$ cat config.mk
export PLATFORM = sky130hd
export DESIGN_NAME = jt6295_voice_ctrl
export DESIGN_NICKNAME = d
export VERILOG_FILES = /design/src/rtl/jt6295_voice_ctrl_pkg.sv /design/src/rtl/jt6295_voice_ctrl_rom_fetch.sv /design/src/rtl/jt6295_voice_ctrl.sv
export SDC_FILE = /design/constraint.sdc
export NUM_CORES = 1
export LEC_CHECK = 0
export BUFFER_PORTS_ARGS = -buffer_cell sky130_fd_sc_hd__buf_2
export CORE_MARGIN = 5
export CORE_UTILIZATION = 30
export CTS_CLUSTER_DIAMETER = 100
export CTS_CLUSTER_SIZE = 14
export DETAILED_ROUTE_END_ITERATION = 12
export PLACE_DENSITY_LB_ADDON = 0.2
export REMOVE_ABC_BUFFERS = 1
export SETUP_SLACK_MARGIN = 0.05
export SLEW_MARGIN = 0
export SYNTH_ARGS = -nofsm -noshare
export SYNTH_HDL_FRONTEND = slang
export SYNTH_SLANG_ARGS = --single-unit
$ cat constraint.sdc
create_clock -name i_clk -period 7.5 [get_ports i_clk]
set_clock_uncertainty 0.05 [all_clocks]
set_input_delay 2.25 -clock i_clk [delete_from_list [all_inputs] [get_ports i_clk]]
set_output_delay 2.25 -clock i_clk [all_outputs]
set_load 0.1 [all_outputs]
$ cat src/rtl/jt6295_voice_ctrl_pkg.sv
// rtl/jt6295_voice_ctrl_pkg.sv - shared constants, slot output type and round-robin helper
package jt6295_voice_ctrl_pkg;

    // Four voices, locked to the four pipeline stages of the ADPCM datapath
    localparam int NV = 4;

    // Fetch FSM state encodings
    localparam logic [0:0] FS_IDLE = 1'b0;
    localparam logic [0:0] FS_WAIT = 1'b1;

    typedef struct packed {
        logic       en;
        logic [3:0] att;
        logic [3:0] data;
    } adpcm_slot_t;

    // Returns {found, voice}: first requesting voice at or after ptr, wrapping
    function automatic logic [2:0] rr_pick(input logic [NV-1:0] req, input logic [1:0] ptr);
        logic [2:0] pick;
        logic [1:0] idx;
        pick = 3'b000;
        for (int i = NV - 1; i >= 0; i--) begin
            idx = ptr + 2'(i);
            if (req[idx]) pick = {1'b1, idx};
        end
        return pick;
    endfunction

endpackage

$ cat src/rtl/jt6295_voice_ctrl_rom_fetch.sv
// rtl/jt6295_voice_ctrl_rom_fetch.sv - round-robin ROM byte fetcher with qualified acknowledge
module jt6295_voice_ctrl_rom_fetch
    import jt6295_voice_ctrl_pkg::*;
#(
    parameter int AW = 18
) (
    input  logic           i_clk,
    input  logic           i_rst,
    input  logic [NV-1:0]  i_req,
    input  logic [NV*AW-1:0] i_addr,
    input  logic [7:0]     i_rom_data,
    input  logic           i_rom_ok,
    output logic [AW-1:0]  o_rom_addr,
    output logic           o_rom_cs,
    output logic           o_issue,
    output logic [1:0]     o_issue_voice,
    output logic           o_done,
    output logic [1:0]     o_voice,
    output logic [7:0]     o_byte
);

    logic [0:0]    r_state;
    logic [1:0]    r_rr;
    logic [1:0]    r_voice;
    logic          r_armed;
    logic          r_cs;
    logic [AW-1:0] r_addr;
    logic [2:0]    w_pick;

    assign w_pick        = rr_pick(i_req, r_rr);
    assign o_issue       = (r_state == FS_IDLE) && w_pick[2];
    assign o_issue_voice = w_pick[1:0];
    // The first WAIT clock never accepts: an ok still high from the previous
    // transfer would otherwise latch a byte for the wrong address
    assign o_done        = (r_state == FS_WAIT) && r_armed && i_rom_ok;
    assign o_voice       = r_voice;
    assign o_byte        = i_rom_data;
    assign o_rom_addr    = r_addr;
    assign o_rom_cs      = r_cs;

    // IDLE/WAIT sequencing: issue one request, hold it until a qualified ok
    always_ff @(posedge i_clk) begin
        if (i_rst) begin
            r_state <= FS_IDLE;
            r_rr    <= 2'd0;
            r_voice <= 2'd0;
            r_armed <= 1'b0;
            r_cs    <= 1'b0;
            r_addr  <= '0;
        end else if (r_state == FS_IDLE) begin
            if (w_pick[2]) begin
                r_addr  <= i_addr[w_pick[1:0]*AW +: AW];
                r_voice <= w_pick[1:0];
                r_cs    <= 1'b1;
                r_armed <= 1'b0;
                r_state <= FS_WAIT;
            end
        end else begin
            if (!r_armed) begin
                r_armed <= 1'b1;
            end else if (i_rom_ok) begin
                r_cs    <= 1'b0;
                r_rr    <= r_voice + 2'd1;
                r_state <= FS_IDLE;
            end
        end
    end

endmodule

$ cat src/rtl/jt6295_voice_ctrl.sv
// rtl/jt6295_voice_ctrl.sv - four-voice slot sequencer feeding the shared ADPCM pipeline
module jt6295_voice_ctrl
    import jt6295_voice_ctrl_pkg::*;
#(
    parameter int AW = 18
) (
    input  logic          i_clk,
    input  logic          i_rst,
    input  logic          i_cen,
    input  logic          i_cmd_we,
    input  logic          i_cmd_stop,
    input  logic [1:0]    i_cmd_ch,
    input  logic [AW-1:0] i_cmd_start,
    input  logic [AW-1:0] i_cmd_end,
    input  logic [3:0]    i_cmd_att,
    output logic [3:0]    o_busy,
    output logic [3:0]    o_underrun,
    output logic [AW-1:0] o_rom_addr,
    output logic          o_rom_cs,
    input  logic [7:0]    i_rom_data,
    input  logic          i_rom_ok,
    output logic          o_adpcm_en,
    output logic [3:0]    o_adpcm_att,
    output logic [3:0]    o_adpcm_data,
    output logic [1:0]    o_slot
);

    logic [AW:0]     r_na  [NV];
    logic [AW-1:0]   r_end [NV];
    logic [3:0]      r_att [NV];
    logic [7:0]      r_buf [NV];
    logic [NV-1:0]   r_bv;
    logic [NV-1:0]   r_busy;
    logic [NV-1:0]   r_under;
    logic            r_stale;
    logic [1:0]      r_slot;
    adpcm_slot_t     r_out;

    logic [1:0]      w_nslot;
    logic [NV*AW-1:0] w_addr_flat;
    logic            w_cmd_eff;
    logic            w_issue;
    logic [1:0]      w_issue_voice;
    logic            w_done;
    logic [1:0]      w_fvoice;
    logic [7:0]      w_byte;

    assign w_nslot   = r_slot + 2'd1;
    // A command that actually changes the voice (stops always do, starts only when idle)
    assign w_cmd_eff = i_cmd_we && (i_cmd_stop || !r_busy[i_cmd_ch]);

    // Byte address of every voice, flattened for the fetcher's selector
    always_comb begin
        w_addr_flat = '0;
        for (int v = 0; v < NV; v++) begin
            w_addr_flat[v*AW +: AW] = r_na[v][AW:1];
        end
    end

    jt6295_voice_ctrl_rom_fetch #(.AW(AW)) u_fetch (
        .i_clk        (i_clk),
        .i_rst        (i_rst),
        .i_req        (r_busy & ~r_bv),
        .i_addr       (w_addr_flat),
        .i_rom_data   (i_rom_data),
        .i_rom_ok     (i_rom_ok),
        .o_rom_addr   (o_rom_addr),
        .o_rom_cs     (o_rom_cs),
        .o_issue      (w_issue),
        .o_issue_voice(w_issue_voice),
        .o_done       (w_done),
        .o_voice      (w_fvoice),
        .o_byte       (w_byte)
    );

    // Voice state: fetch landing, slot service, then commands (commands win)
    always_ff @(posedge i_clk) begin
        if (i_rst) begin
            for (int v = 0; v < NV; v++) begin
                r_na[v]  <= '0;
                r_end[v] <= '0;
                r_att[v] <= 4'd0;
                r_buf[v] <= 8'd0;
            end
            r_bv    <= '0;
            r_busy  <= '0;
            r_under <= '0;
            r_stale <= 1'b0;
            r_slot  <= 2'd3;
            r_out   <= '0;
        end else begin
            // Any stop/start of the in-flight voice makes its pending byte stale
            if (w_issue) begin
                r_stale <= w_cmd_eff && (i_cmd_ch == w_issue_voice);
            end else if (w_cmd_eff && (i_cmd_ch == w_fvoice)) begin
                r_stale <= 1'b1;
            end

            if (w_done && r_busy[w_fvoice] && !r_stale) begin
                r_buf[w_fvoice] <= w_byte;
                r_bv[w_fvoice]  <= 1'b1;
            end

            if (i_cen) begin
                r_slot <= w_nslot;
                if (!r_busy[w_nslot]) begin
                    r_out <= '0;
                end else if (r_bv[w_nslot]) begin
                    r_out.en   <= 1'b1;
                    r_out.att  <= r_att[w_nslot];
                    r_out.data <= r_na[w_nslot][0] ? r_buf[w_nslot][3:0] : r_buf[w_nslot][7:4];
                    r_na[w_nslot] <= r_na[w_nslot] + {{AW{1'b0}}, 1'b1};
                    if (r_na[w_nslot][0]) begin
                        r_bv[w_nslot] <= 1'b0;
                        if (r_na[w_nslot][AW:1] == r_end[w_nslot]) r_busy[w_nslot] <= 1'b0;
                    end
                end else begin
                    r_out.en          <= 1'b1;
                    r_out.att         <= r_att[w_nslot];
                    r_out.data        <= 4'd0;
                    r_under[w_nslot]  <= 1'b1;
                end
            end

            if (i_cmd_we) begin
                if (i_cmd_stop) begin
                    r_busy[i_cmd_ch] <= 1'b0;
                    r_bv[i_cmd_ch]   <= 1'b0;
                end else if (!r_busy[i_cmd_ch]) begin
                    r_na[i_cmd_ch]    <= {i_cmd_start, 1'b0};
                    r_end[i_cmd_ch]   <= i_cmd_end;
                    r_att[i_cmd_ch]   <= i_cmd_att;
                    r_bv[i_cmd_ch]    <= 1'b0;
                    r_busy[i_cmd_ch]  <= 1'b1;
                    r_under[i_cmd_ch] <= 1'b0;
                end
            end
        end
    end

    assign o_busy       = r_busy;
    assign o_underrun   = r_under;
    assign o_adpcm_en   = r_out.en;
    assign o_adpcm_att  = r_out.att;
    assign o_adpcm_data = r_out.data;
    assign o_slot       = r_slot;

endmodule

==> impl_metrics.yaml <==
clock_network:
  cts_tree: "built"
  clockBufferDepth: 3
  post_cts_buffers: 0
  cts_buffers: 22
  htreeDepth: 1
  cts-root-buf: "clkbuf_16"
  cts_hold_buf: 0
  insertion_delay_ns: 0.52
  ctsResizeCount: 0
  cts.sinks: 245
  clk_pin_slew_worst_paths_ns: 0.07
final_layout:
  area_delta_synth_final_pct: 13.6
  most-common-layout-cells: "edfxtp_1, and2_1, buf_2, nand2_1, o21ai_0"
  finalNetCount: 1081
  drive_gt1_frac: 0.195
  final_common_cell: "edfxtp_1"
grt:
  antenna_found_initial: 4
  grt_pass1_wl_um: 50800
  grt_max_degree: 42
  overflow: 0
  grt_pass1_vias: 8059
  grt_usage: 0.147
logic_synthesis:
  yosys_warnings: 0
  synthFlopType: "edfxtp_1"
  yosysSeqAreaShare: 0.563
  syn_area_mm2: 0.0121
  synth-edff-count: 192
  ys_ff_latch: 245
  async_flop_share: 0
  synth.distinct_cells: 57
  netlist_instances: 943
  avgSynthCellArea_um2: 12.9
detailed_routing:
  routed_wl_um: 33200
  drtPass1Iterations: 5
  postRouteAntennaNets: 0
  routedWlPerCell_um: 21.3
  dr.first_iter.drc_count: 563
  drc: 0
  vias: 7814
  via_per_inst: 5.02
placement:
  dp_hpwl_um: 22300
  place_congestion: 0.800
  portBuffers: 93
  pre_cts_slack_ns: 2.12
sta:
  fmax_mhz: 208
  tns_ns: 0
  fin_ws_ns: 2.69
  worst_slew_pin_slew_ns: 1.39
  setup_viol: 0
  maxSlewHeadroom: 0.0694
  maxSlewViolCount: 0
  hold_ws_ns: 0.398
  rsz0062_at_grt: "no"
  min_period_over_period: 0.641
  fin_crit_ns: 4.81
  hold_viol: 0
setup_path:
  cp.required_ns: 7.59
  cp.arrival_ns: 4.90
  worst_setup_path_start_kind: "input pin"
  end_kind: "flop"
  crit_fanout: 19
  crit_type: "in2reg"
die:
  coreArea_mm2: 0.0399
  die-area_mm2: 0.0446
  io_pins: 94
  start_util: 0.304
  num_rows: 73
  die_h_um: 211
  die_w_um: 211
pwr:
  p_leak_nw: 5.35
  p_per_area_mw_per_mm2: 230
  power_w: 0.00317
  ir_drop_v: 0.000142
outcome:
  status: "finished clean"
run:
  drv_cap: 0
worst_hold_path:
  worstHoldPathType: "reg2reg"
## final cells by class
type                            count  area [µm²]
Antenna cell                        2        5.00
Tap cell                          525         657
Fill cell                        3922       26100
Clock buffer                       36         624
Inverter                           12        45.0
Clock inverter                      3        28.8
Multi-Input combinational cell    628        5020
Timing Repair Buffer              107         571
Sequential cell                   245        6830
## final timing paths
check | startpoint | to | slack, ns | depth (start not counted)
max | i_cen | r_na[0][3]$_DFFE_PP_ | 2.69 | 6
min reg2reg | u_fetch.o_rom_addr[17]$_SDFFE_PP0P_ | u_fetch.o_rom_addr[17]$_SDFFE_PP0P_ | 0.40 | 1
min | u_fetch.o_rom_addr[17]$_SDFFE_PP0P_ | u_fetch.o_rom_addr[17]$_SDFFE_PP0P_ | 0.40 | 1
max reg2reg | o_slot[0]$_SDFFE_PP1P_ | r_na[0][3]$_DFFE_PP_ | 2.70 | 7
## cells in the mapped netlist, types with 2 or more instances
master	instances	area, µm²
nor3b_1	2	15.0
or2_2	3	18.8
inv_1	12	45.0
nor3_2	5	50.1
nor4_2	2	25.0
nor3_1	10	50.1
o22ai_1	15	93.8
buf_2	10	50.1
nor2b_1	5	31.3
and2_1	113	707
xnor2_1	21	184
buf_6	3	33.8
o21ai_0	67	335
edfxtp_1	192	5770
a221oi_1	2	17.5
clkbuf_1	37	139
a22o_1	28	245
mux2_2	5	56.3
mux4_2	36	811
nand2_1	76	285
nand4_1	8	50.1
a41oi_1	3	26.3
o41ai_1	2	17.5
and3_1	16	100
a21oi_1	20	100
nand3b_1	2	15.0
dfxtp_1	53	1060
or3_1	6	37.5
xnor2_2	2	32.5
a41o_1	2	20.0
mux4_1	15	394
nand3_1	16	80.1
mux2i_1	45	450
xor2_1	16	140
buf_12	2	40.0
nand2b_1	10	62.6
nor2_1	33	124
buf_4	5	37.5
a211oi_1	2	15.0
ha_1	9	113
a21o_1	15	113
o21ai_1	2	10.0
## routing by layer
layer  GRT usage  routed length, µm  vias to the layer above
met5           0                 13                        -
met4      0.0300                529                        2
met3      0.0309               2020                       38
met2       0.234              15200                      190
met1       0.210              15400                     3887
li1            -                  -                     3697
## registers in the layout, indices dropped and copies added (netlist names), 4 cells and up
name	count
r_att	16
r_buf	32
u_fetch.o_rom_addr	18
r_na	76
r_end	72
o_busy	4
o_adpcm_data	4
o_underrun	4
o_adpcm_att	4
r_bv	4
## report_power, final
group          switching, W  total (W)  internal (W)  leakage [nW]
Clock              0.000518    0.00109      0.000574         0.313
Sequential        0.0000389    0.00157       0.00153          2.40
Combinational      0.000332   0.000508      0.000176          2.64
## cell families (layout without fill, tap and decap cells)
family,after synthesis,in the layout,synth area share
AO/OA/AOI/OAI,167,167,0.0880
multiplexers,101,101,0.141
XOR/XNOR,39,39,0.0294
buffers and inverters,70,158,0.0288
AND/OR/NAND/NOR,312,312,0.141
flip-flops,245,245,0.563
adder cells (fa/ha/maj),9,9,0.00928
other,0,2,0
## metrics by stage
stage	area, µm²	util	cells
after floorplan	11800	-	885
final	13800	0.345	1558
after global routing	13800	0.345	1556
after CTS	13800	0.345	1556
after global placement	13100	0.329	1517
after detailed placement	13100	0.329	1517
## critical path, stage by stage
cell and delay (ns):
buf_2 0.16, nand2_1 0.11, o22ai_1 0.29, nand3_1 0.45, or3_1 0.73, nand2b_1 0.89
(Power assumes the default switching activity.)
